<file path="config.mk">
export PLATFORM = sky130hd
export DESIGN_NAME = regfile_operand_fetch_flat
export DESIGN_NICKNAME = d
export VERILOG_FILES = /design/src/rtl/regfile_operand_fetch_pkg.sv /design/src/rtl/regfile_operand_fetch_if.sv /design/src/rtl/regfile_scoreboard.sv /design/src/rtl/regfile_operand_fetch.sv /design/src/flat_wrapper.sv
export SDC_FILE = /design/constraint.sdc
export NUM_CORES = 1
export LEC_CHECK = 0
export BUFFER_PORTS_ARGS = -buffer_cell sky130_fd_sc_hd__buf_2
export CORE_ASPECT_RATIO = 0.7
export CORE_MARGIN = 1
export CORE_UTILIZATION = 35
export DETAILED_ROUTE_END_ITERATION = 6
export PLACE_DENSITY_LB_ADDON = 0.15
export REMOVE_ABC_BUFFERS = 1
export SLEW_MARGIN = 20
export SYNTH_ARGS = -nofsm -noshare
export SYNTH_HDL_FRONTEND = slang
export SYNTH_SLANG_ARGS = --single-unit
</file>
<file path="constraint.sdc">
create_clock -name clk -period 4.7 [get_ports clk]
set_clock_uncertainty 0.2 [all_clocks]
set_input_delay 0 -clock clk [delete_from_list [all_inputs] [get_ports clk]]
set_output_delay 0 -clock clk [all_outputs]
set_load 0.02 [all_outputs]
</file>
<file path="src/rtl/regfile_operand_fetch_pkg.sv">
// Shared definitions for the register-file operand fetch controller:
// widths, FSM encoding and the x0 helper.
package regfile_operand_fetch_pkg;
  localparam int XLEN = 32;
  localparam int RA_W = 5;
  localparam int NREG = 1 << RA_W;
  localparam logic [RA_W-1:0] X0 = '0;

  typedef enum logic {
    IDLE  = 1'b0,
    READ2 = 1'b1
  } state_t;

  // x0 is hardwired to zero regardless of what the port returns
  function automatic logic [XLEN-1:0] x0Mask(input logic [RA_W-1:0] addr,
                                             input logic [XLEN-1:0] data);
    return (addr == X0) ? '0 : data;
  endfunction
endpackage

</file>
<file path="src/rtl/regfile_operand_fetch_if.sv">
// Issue, writeback, operand and register-file port signals of the operand
// fetch controller; master is the controller, slave is its environment.
interface regfile_operand_fetch_if;
  import regfile_operand_fetch_pkg::*;

  logic            iss_valid;
  logic            iss_ready;
  logic [RA_W-1:0] iss_rs1;
  logic [RA_W-1:0] iss_rs2;
  logic [RA_W-1:0] iss_rd;
  logic            iss_rd_we;

  logic            wb_valid;
  logic [RA_W-1:0] wb_rd;
  logic [XLEN-1:0] wb_data;

  logic            op_valid;
  logic            op_ready;
  logic [XLEN-1:0] op_rs1_val;
  logic [XLEN-1:0] op_rs2_val;
  logic [RA_W-1:0] op_rd;
  logic            op_rd_we;

  logic            rf_we_a;
  logic [RA_W-1:0] rf_addr_a;
  logic [XLEN-1:0] rf_din_a;
  logic [XLEN-1:0] rf_dout_a;
  logic            rf_we_b;
  logic [RA_W-1:0] rf_addr_b;
  logic [XLEN-1:0] rf_din_b;
  logic [XLEN-1:0] rf_dout_b;

  modport master (
    input  iss_valid, iss_rs1, iss_rs2, iss_rd, iss_rd_we,
    input  wb_valid, wb_rd, wb_data,
    input  op_ready,
    input  rf_dout_a, rf_dout_b,
    output iss_ready,
    output op_valid, op_rs1_val, op_rs2_val, op_rd, op_rd_we,
    output rf_we_a, rf_addr_a, rf_din_a, rf_we_b, rf_addr_b, rf_din_b
  );

  modport slave (
    output iss_valid, iss_rs1, iss_rs2, iss_rd, iss_rd_we,
    output wb_valid, wb_rd, wb_data,
    output op_ready,
    output rf_dout_a, rf_dout_b,
    input  iss_ready,
    input  op_valid, op_rs1_val, op_rs2_val, op_rd, op_rd_we,
    input  rf_we_a, rf_addr_a, rf_din_a, rf_we_b, rf_addr_b, rf_din_b
  );
endinterface

</file>
<file path="src/rtl/regfile_scoreboard.sv">
// Busy bit per architectural register; a set and a clear of the same
// register in one cycle leaves it busy.
module regfile_scoreboard
  import regfile_operand_fetch_pkg::*;
(
  input  logic            clk,
  input  logic            rst,
  input  logic            setEn,
  input  logic [RA_W-1:0] setAddr,
  input  logic            clrEn,
  input  logic [RA_W-1:0] clrAddr,
  input  logic [RA_W-1:0] rs1Addr,
  input  logic [RA_W-1:0] rs2Addr,
  input  logic [RA_W-1:0] rdAddr,
  output logic            rs1Busy,
  output logic            rs2Busy,
  output logic            rdBusy
);
  logic [NREG-1:0] busy;

  always_ff @(posedge clk) begin
    if (rst) begin
      busy <= '0;
    end else begin
      if (clrEn) busy[clrAddr] <= 1'b0;
      if (setEn) busy[setAddr] <= 1'b1;
    end
  end

  assign rs1Busy = busy[rs1Addr] && (rs1Addr != X0);
  assign rs2Busy = busy[rs2Addr] && (rs2Addr != X0);
  assign rdBusy  = busy[rdAddr]  && (rdAddr  != X0);
endmodule

</file>
<file path="src/rtl/regfile_operand_fetch.sv">
// Schedules the two register-file ports between writeback and operand reads,
// stalls RAW/WAW hazards and hands operand bundles to execute.
module regfile_operand_fetch
  import regfile_operand_fetch_pkg::*;
(
  input  logic                    clk,
  input  logic                    rst,
  regfile_operand_fetch_if.master bus
);
  state_t          state;
  logic            wbWr, rs1Busy, rs2Busy, rdBusy, stall, outFree;
  logic            accept, split, capture;
  logic [XLEN-1:0] rs1Val, rs2Val;
  logic [XLEN-1:0] rs1Hold_p1;
  logic [RA_W-1:0] rs2Hold_p1, rdHold_p1;
  logic            rdWeHold_p1;
  logic [RA_W-1:0] capRd;
  logic            capRdWe;

  assign wbWr = bus.wb_valid && (bus.wb_rd != X0);

  regfile_scoreboard sb (
    .clk     (clk),
    .rst     (rst),
    .setEn   (accept && bus.iss_rd_we && (bus.iss_rd != X0)),
    .setAddr (bus.iss_rd),
    .clrEn   (wbWr),
    .clrAddr (bus.wb_rd),
    .rs1Addr (bus.iss_rs1),
    .rs2Addr (bus.iss_rs2),
    .rdAddr  (bus.iss_rd),
    .rs1Busy (rs1Busy),
    .rs2Busy (rs2Busy),
    .rdBusy  (rdBusy)
  );

  // A source produced by this cycle's writeback is not a hazard: rs1 is
  // forwarded, rs2 is read after the write has committed.
  assign stall = (rs1Busy && !(wbWr && (bus.wb_rd == bus.iss_rs1))) ||
                 (rs2Busy && !(wbWr && (bus.wb_rd == bus.iss_rs2))) ||
                 (bus.iss_rd_we && rdBusy);

  assign outFree       = !bus.op_valid || bus.op_ready;
  assign bus.iss_ready = (state == IDLE) && outFree && !stall;
  assign accept        = bus.iss_valid && bus.iss_ready;
  assign split         = accept && wbWr;
  assign capture       = (accept && !wbWr) || (state == READ2);

  assign bus.rf_we_a   = wbWr;
  assign bus.rf_addr_a = wbWr ? bus.wb_rd : bus.iss_rs1;
  assign bus.rf_din_a  = wbWr ? bus.wb_data : '0;
  assign bus.rf_we_b   = 1'b0;
  assign bus.rf_din_b  = '0;
  assign bus.rf_addr_b = (state == READ2) ? rs2Hold_p1 :
                         (wbWr ? bus.iss_rs1 : bus.iss_rs2);

  always_comb begin
    rs1Val  = x0Mask(bus.iss_rs1, bus.rf_dout_a);
    rs2Val  = x0Mask(bus.iss_rs2, bus.rf_dout_b);
    capRd   = bus.iss_rd;
    capRdWe = bus.iss_rd_we;
    if (wbWr) begin
      rs1Val = (bus.iss_rs1 == bus.wb_rd) ? bus.wb_data
                                          : x0Mask(bus.iss_rs1, bus.rf_dout_b);
    end
    if (state == READ2) begin
      rs1Val  = rs1Hold_p1;
      rs2Val  = x0Mask(rs2Hold_p1, bus.rf_dout_b);
      capRd   = rdHold_p1;
      capRdWe = rdWeHold_p1;
    end
  end

  // Stage p1: split-read hold and output register
  always_ff @(posedge clk) begin
    if (rst) begin
      state          <= IDLE;
      rs1Hold_p1     <= '0;
      bus.op_valid   <= 1'b0;
      bus.op_rs1_val <= '0;
      bus.op_rs2_val <= '0;
      bus.op_rd      <= '0;
      bus.op_rd_we   <= 1'b0;
    end else begin
      if (capture) begin
        bus.op_valid   <= 1'b1;
        bus.op_rs1_val <= rs1Val;
        bus.op_rs2_val <= rs2Val;
        bus.op_rd      <= capRd;
        bus.op_rd_we   <= capRdWe;
      end else if (bus.op_ready) begin
        bus.op_valid   <= 1'b0;
        bus.op_rs1_val <= '0;
        bus.op_rs2_val <= '0;
        bus.op_rd      <= '0;
        bus.op_rd_we   <= 1'b0;
      end
      if (state == READ2) state <= IDLE;
      else if (split)     state <= READ2;
      if (split) rs1Hold_p1 <= rs1Val;
    end
  end

  always_ff @(posedge clk) begin
    if (split) begin
      rs2Hold_p1  <= bus.iss_rs2;
      rdHold_p1   <= bus.iss_rd;
      rdWeHold_p1 <= bus.iss_rd_we;
    end
  end
endmodule

</file>
<file path="src/flat_wrapper.sv">
// flat-port wrapper written by rule: the top's interface ports become plain ports
module regfile_operand_fetch_flat import regfile_operand_fetch_pkg::*;
  (clk, rst, bus_iss_valid, bus_iss_rs1, bus_iss_rs2, bus_iss_rd, bus_iss_rd_we, bus_wb_valid, bus_wb_rd, bus_wb_data, bus_op_ready, bus_rf_dout_a, bus_rf_dout_b, bus_iss_ready, bus_op_valid, bus_op_rs1_val, bus_op_rs2_val, bus_op_rd, bus_op_rd_we, bus_rf_we_a, bus_rf_addr_a, bus_rf_din_a, bus_rf_we_b, bus_rf_addr_b, bus_rf_din_b);
  regfile_operand_fetch_if bus_i ();
  input  logic clk;
  input  logic rst;
  input wire logic [$bits(bus_i.iss_valid)-1:0] bus_iss_valid;
  input wire logic [$bits(bus_i.iss_rs1)-1:0] bus_iss_rs1;
  input wire logic [$bits(bus_i.iss_rs2)-1:0] bus_iss_rs2;
  input wire logic [$bits(bus_i.iss_rd)-1:0] bus_iss_rd;
  input wire logic [$bits(bus_i.iss_rd_we)-1:0] bus_iss_rd_we;
  input wire logic [$bits(bus_i.wb_valid)-1:0] bus_wb_valid;
  input wire logic [$bits(bus_i.wb_rd)-1:0] bus_wb_rd;
  input wire logic [$bits(bus_i.wb_data)-1:0] bus_wb_data;
  input wire logic [$bits(bus_i.op_ready)-1:0] bus_op_ready;
  input wire logic [$bits(bus_i.rf_dout_a)-1:0] bus_rf_dout_a;
  input wire logic [$bits(bus_i.rf_dout_b)-1:0] bus_rf_dout_b;
  output wire logic [$bits(bus_i.iss_ready)-1:0] bus_iss_ready;
  output wire logic [$bits(bus_i.op_valid)-1:0] bus_op_valid;
  output wire logic [$bits(bus_i.op_rs1_val)-1:0] bus_op_rs1_val;
  output wire logic [$bits(bus_i.op_rs2_val)-1:0] bus_op_rs2_val;
  output wire logic [$bits(bus_i.op_rd)-1:0] bus_op_rd;
  output wire logic [$bits(bus_i.op_rd_we)-1:0] bus_op_rd_we;
  output wire logic [$bits(bus_i.rf_we_a)-1:0] bus_rf_we_a;
  output wire logic [$bits(bus_i.rf_addr_a)-1:0] bus_rf_addr_a;
  output wire logic [$bits(bus_i.rf_din_a)-1:0] bus_rf_din_a;
  output wire logic [$bits(bus_i.rf_we_b)-1:0] bus_rf_we_b;
  output wire logic [$bits(bus_i.rf_addr_b)-1:0] bus_rf_addr_b;
  output wire logic [$bits(bus_i.rf_din_b)-1:0] bus_rf_din_b;
  assign bus_i.iss_valid = bus_iss_valid;
  assign bus_i.iss_rs1 = bus_iss_rs1;
  assign bus_i.iss_rs2 = bus_iss_rs2;
  assign bus_i.iss_rd = bus_iss_rd;
  assign bus_i.iss_rd_we = bus_iss_rd_we;
  assign bus_i.wb_valid = bus_wb_valid;
  assign bus_i.wb_rd = bus_wb_rd;
  assign bus_i.wb_data = bus_wb_data;
  assign bus_i.op_ready = bus_op_ready;
  assign bus_i.rf_dout_a = bus_rf_dout_a;
  assign bus_i.rf_dout_b = bus_rf_dout_b;
  assign bus_iss_ready = bus_i.iss_ready;
  assign bus_op_valid = bus_i.op_valid;
  assign bus_op_rs1_val = bus_i.op_rs1_val;
  assign bus_op_rs2_val = bus_i.op_rs2_val;
  assign bus_op_rd = bus_i.op_rd;
  assign bus_op_rd_we = bus_i.op_rd_we;
  assign bus_rf_we_a = bus_i.rf_we_a;
  assign bus_rf_addr_a = bus_i.rf_addr_a;
  assign bus_rf_din_a = bus_i.rf_din_a;
  assign bus_rf_we_b = bus_i.rf_we_b;
  assign bus_rf_addr_b = bus_i.rf_addr_b;
  assign bus_rf_din_b = bus_i.rf_din_b;
  regfile_operand_fetch u_core (.clk(clk), .rst(rst), .bus(bus_i));
endmodule
</file>
==> run summary <==
The worst hold path belongs to the class in -> reg. The synthesis-to-layout area growth came out at 31.7%. The count of antenna-violating nets left after detailed routing came out at 0.

The worst-margin pin slew came out at 0.829 ns. From left edge to right edge, the die measures 191 um. The count of port buffers added during placement is 236. The via count came out at 8,066.

The count of yosys warnings during synthesis is 0. The number of DRC violations after detailed-routing iteration 0 came out at 478. The quantity of gates resized following cts came out at 0. The share of synthesized area occupied by flip-flops and latches came out at 0.349. The endpoint class of the critical path is a flip-flop. Setup violations remaining at the end of the flow were counted as 0. For the final routed database, the setup TNS stands at 0 ns. The cell with the biggest individual delay on the critical path is sky130_fd_sc_hd__or3_2. The final number of max-transition violations is 0.

The max-cap check violation count is 0. The initial cell density of the core is 0.363. The overall die area came out at 25,600 sq um.

The floorplan die height is 134 um. The remaining routing DRC violations came out at 0. The top achievable clock speed came out at 0.258 GHz. The fraction of layout cells with a size suffix above 1 came out at 0.315.

The count of hold buffers inserted by post-cts repair came out at 95. Setup repair after global routing left no endpoint under its margin. The total leakage power came out at 0.00499 uW.

STA classifies the critical path startpoint as a primary input. The H-tree level count is 4. The combined global-route utilization of all metal layers is 0.228. The clock insertion delay at the later pin of the skew report came out at 0.43 ns. The number of library cell types mapped by synthesis came out at 62. Clock-pin slew was measured on the worst setup and hold paths at 0.06 ns.

The arrival time reported for the critical path endpoint is 3.98 ns. Summing internal, switching and leakage power gives 3390 uW. The required time of the critical path came out at 4.81 ns.

The largest driver fanout on the critical path came out at 26. The largest incremental delay on the critical path came out at 0.70 ns. The core outline area came out at 24,100 sq um.

Dividing the detail-routed via count by the number of cells gives 5.26. The post-synthesis register bit count is 147. The run finished with clean final reports. Among all flip-flop cells after synthesis, the most frequent one is sky130_fd_sc_hd__dfxtp_1.

The async set or reset register ratio after synthesis came out at 0. Headroom to the max-slew limit came out at 0.440. Summed over all instances, the cell type with the most area after synthesis is sky130_fd_sc_hd__dfxtp_1. The minimum hold slack is 0.000789 ns.

The cell seen most often among critical-path stages is sky130_fd_sc_hd__dlygate4sd3_1. The first-pass GRT wire length is 44.9 mm. The TritonCTS clock tree is yes.

The filler cell count is 2,273. The share of the cycle needed by the critical path after routing is 0.823. The via count of the first global-routing pass came out at 7,605. The power per unit of standard cell area came out at 295 nW/um^2.

At the end of routability-driven placement, the weighted congestion stood at 0.906. The critical path is of the in -> reg type. The dominant cell by count in the synthesized netlist is sky130_fd_sc_hd__dfxtp_1. The largest vdd supply drop came out at 290 uV. For this run, the post-layout net count is 1,326.

In this run, synthesis inferred 11 flip-flops with an integrated enable. The initial antenna violation count came out at 0. The longest clock path from root to sink contains 2 buffers. For this run, the detailed router's first-pass iteration total came to 5.

The number of buffers inserted to repair setup after CTS is 0. The estimated wirelength of the detail-placed design came out at 19.8 mm. The critical path goes through dlygate4sd3_1 > buf_2 > mux4_2 > a22o_1 > a41oi_2 > o41ai_1 > or3_2 > buf_4 > o2111ai_1 > a21oi_1 > dlygate4sd3_1. The total standard cell area after synthesis is 8740 sq um. The row count came out at 47. Of the post-synthesis cell area, the dominant cell type holds 0.311. The total global routing overflow came out at 0. The number of antenna diodes in the final layout is 0. The number of hold-slack violations in the final timing report came to 0. A synthesized cell averages 9.51 sq um.

The final layout contains routed wiring with a total length of 29.5 mm. For flop-to-flop paths, the worst setup slack is 1.05 ns. Ranked by total cell area, the synthesized netlist is headed by sky130_fd_sc_hd__dfxtp_1 31%, sky130_fd_sc_hd__mux2i_1 9.8%, sky130_fd_sc_hd__mux4_2 4.9%, sky130_fd_sc_hd__mux2_2 3.9%, sky130_fd_sc_hd__edfxtp_1 3.8%. Counting every instance in the synthesized netlist gives 919. The routed wirelength normalized by instance count is 19.2 um. Entering global routing, the biggest net connects 58 pins. For the finished layout, the period the worst path requires is 3.87 ns. The cell at the root of the clock tree is sky130_fd_sc_hd__clkbuf_16. Counting instances in the post-synthesis netlist gives the leading cell types as 136 x sky130_fd_sc_hd__dfxtp_1, 86 x sky130_fd_sc_hd__mux2i_1, 57 x sky130_fd_sc_hd__o21ai_0. CTS saw 147 sinks. Buffers inserted during clock tree synthesis total 17. For this design the top-level I/O count stands at 270.
[worst paths after layout]
| check | startpoint | cells after the start | end |
|---|---|---|---|
| setup / recovery | bus_iss_rd[1] | 11 | u_core.bus.op_rd[4] |
| hold / removal | bus_rf_dout_a[22] | 6 | u_core.bus.op_rs1_val[22] |
| setup reg to reg | u_core.sb.busy[5] | 9 | u_core.bus.op_rd[4] |
| hold reg to reg | u_core.bus.op_rd_we | 2 | u_core.bus.op_rd_we |
[layer usage]
metal / vias to the layer above / part of all wire / track usage / wire [um]
met5: - / 0 / 0 / 0
met4: 0 / 0.0096 / 0.0498 / 282
met3: 22 / 0.073 / 0.0594 / 2150
met2: 311 / 0.44 / 0.339 / 13000
met1: 3868 / 0.48 / 0.328 / 14000
li1: 3865 / - / - / -
[flip-flops by register name, summed over array words and instances (netlist names)]
signal                 flops
u_core.bus.op_rd_we        1
u_core.sb.busy            32
u_core.rs1Hold_p1         32
u_core.bus.op_rs1_val     32
u_core.rdHold_p1           5
u_core.rs2Hold_p1          5
u_core.rdWeHold_p1         1
u_core.bus.op_rd           5
u_core.bus.op_valid        1
u_core.state               1
u_core.bus.op_rs2_val     32
[power by group]
part           internal [uW]  switching, uW
logic                    300            443
clock network            752            555
registers               1320           25.5
total                   2370           1020
[placed cells by master, fill, tap and decap left out, drive strengths merged, types with 23 or more instances in the layout]
| cell | n |
|---|---|
| and2 | 32 |
| nor2 | 49 |
| conb | 33 |
| nor3b | 36 |
| o21ai | 58 |
| nor2b | 23 |
| nor3 | 38 |
| mux2i | 86 |
| a21boi | 32 |
| dlygate4sd3 | 95 |
| mux2 | 33 |
| buf | 255 |
| nand2 | 44 |
| a22o | 33 |
| o21ba | 32 |
| o2bb2ai | 33 |
| dfxtp | 136 |
[layout make-up]
class                      instances  area, sq um  share of cell area
clock buffer                      22          464              0.0403
clock inverter                     9         78.8             0.00685
multi-input combinational        680         5200               0.452
sequential                       147         3050               0.265
inverter                           8         30.0             0.00261
timing repair buffer             350         2290               0.199
tap                              318          398              0.0346
[cell families (layout without fill, tap and decap cells)]
family / after synthesis / after routing / synth area share
flops: 147 / 147 / 0.349
mux: 138 / 138 / 0.190
simple gates: 275 / 275 / 0.174
compound gates: 224 / 224 / 0.203
xor+xnor: 10 / 10 / 0.0100
other cells: 1 / 33 / 0.000429
buf+inv: 124 / 389 / 0.0739
[critical path, delay by kind of cell]
kind | cells | cell delay [ns]
compound gates | 5 | 0.84
buf+inv | 4 | 1.85
mux | 1 | 0.56
simple gates | 1 | 0.70
[per-stage QoR]
step	area [sq um]	setup slack (ns)	util	cells
after floorplan	8250	0.557	-	835
after CTS	11500	0.870	0.479	1534
after global routing	11500	0.686	0.479	1534
final	11500	0.831	0.479	1534
after detailed placement	10000	1.24	0.417	1408
after global placement	10000	1.26	0.417	1408
(Power assumes the default switching activity.)
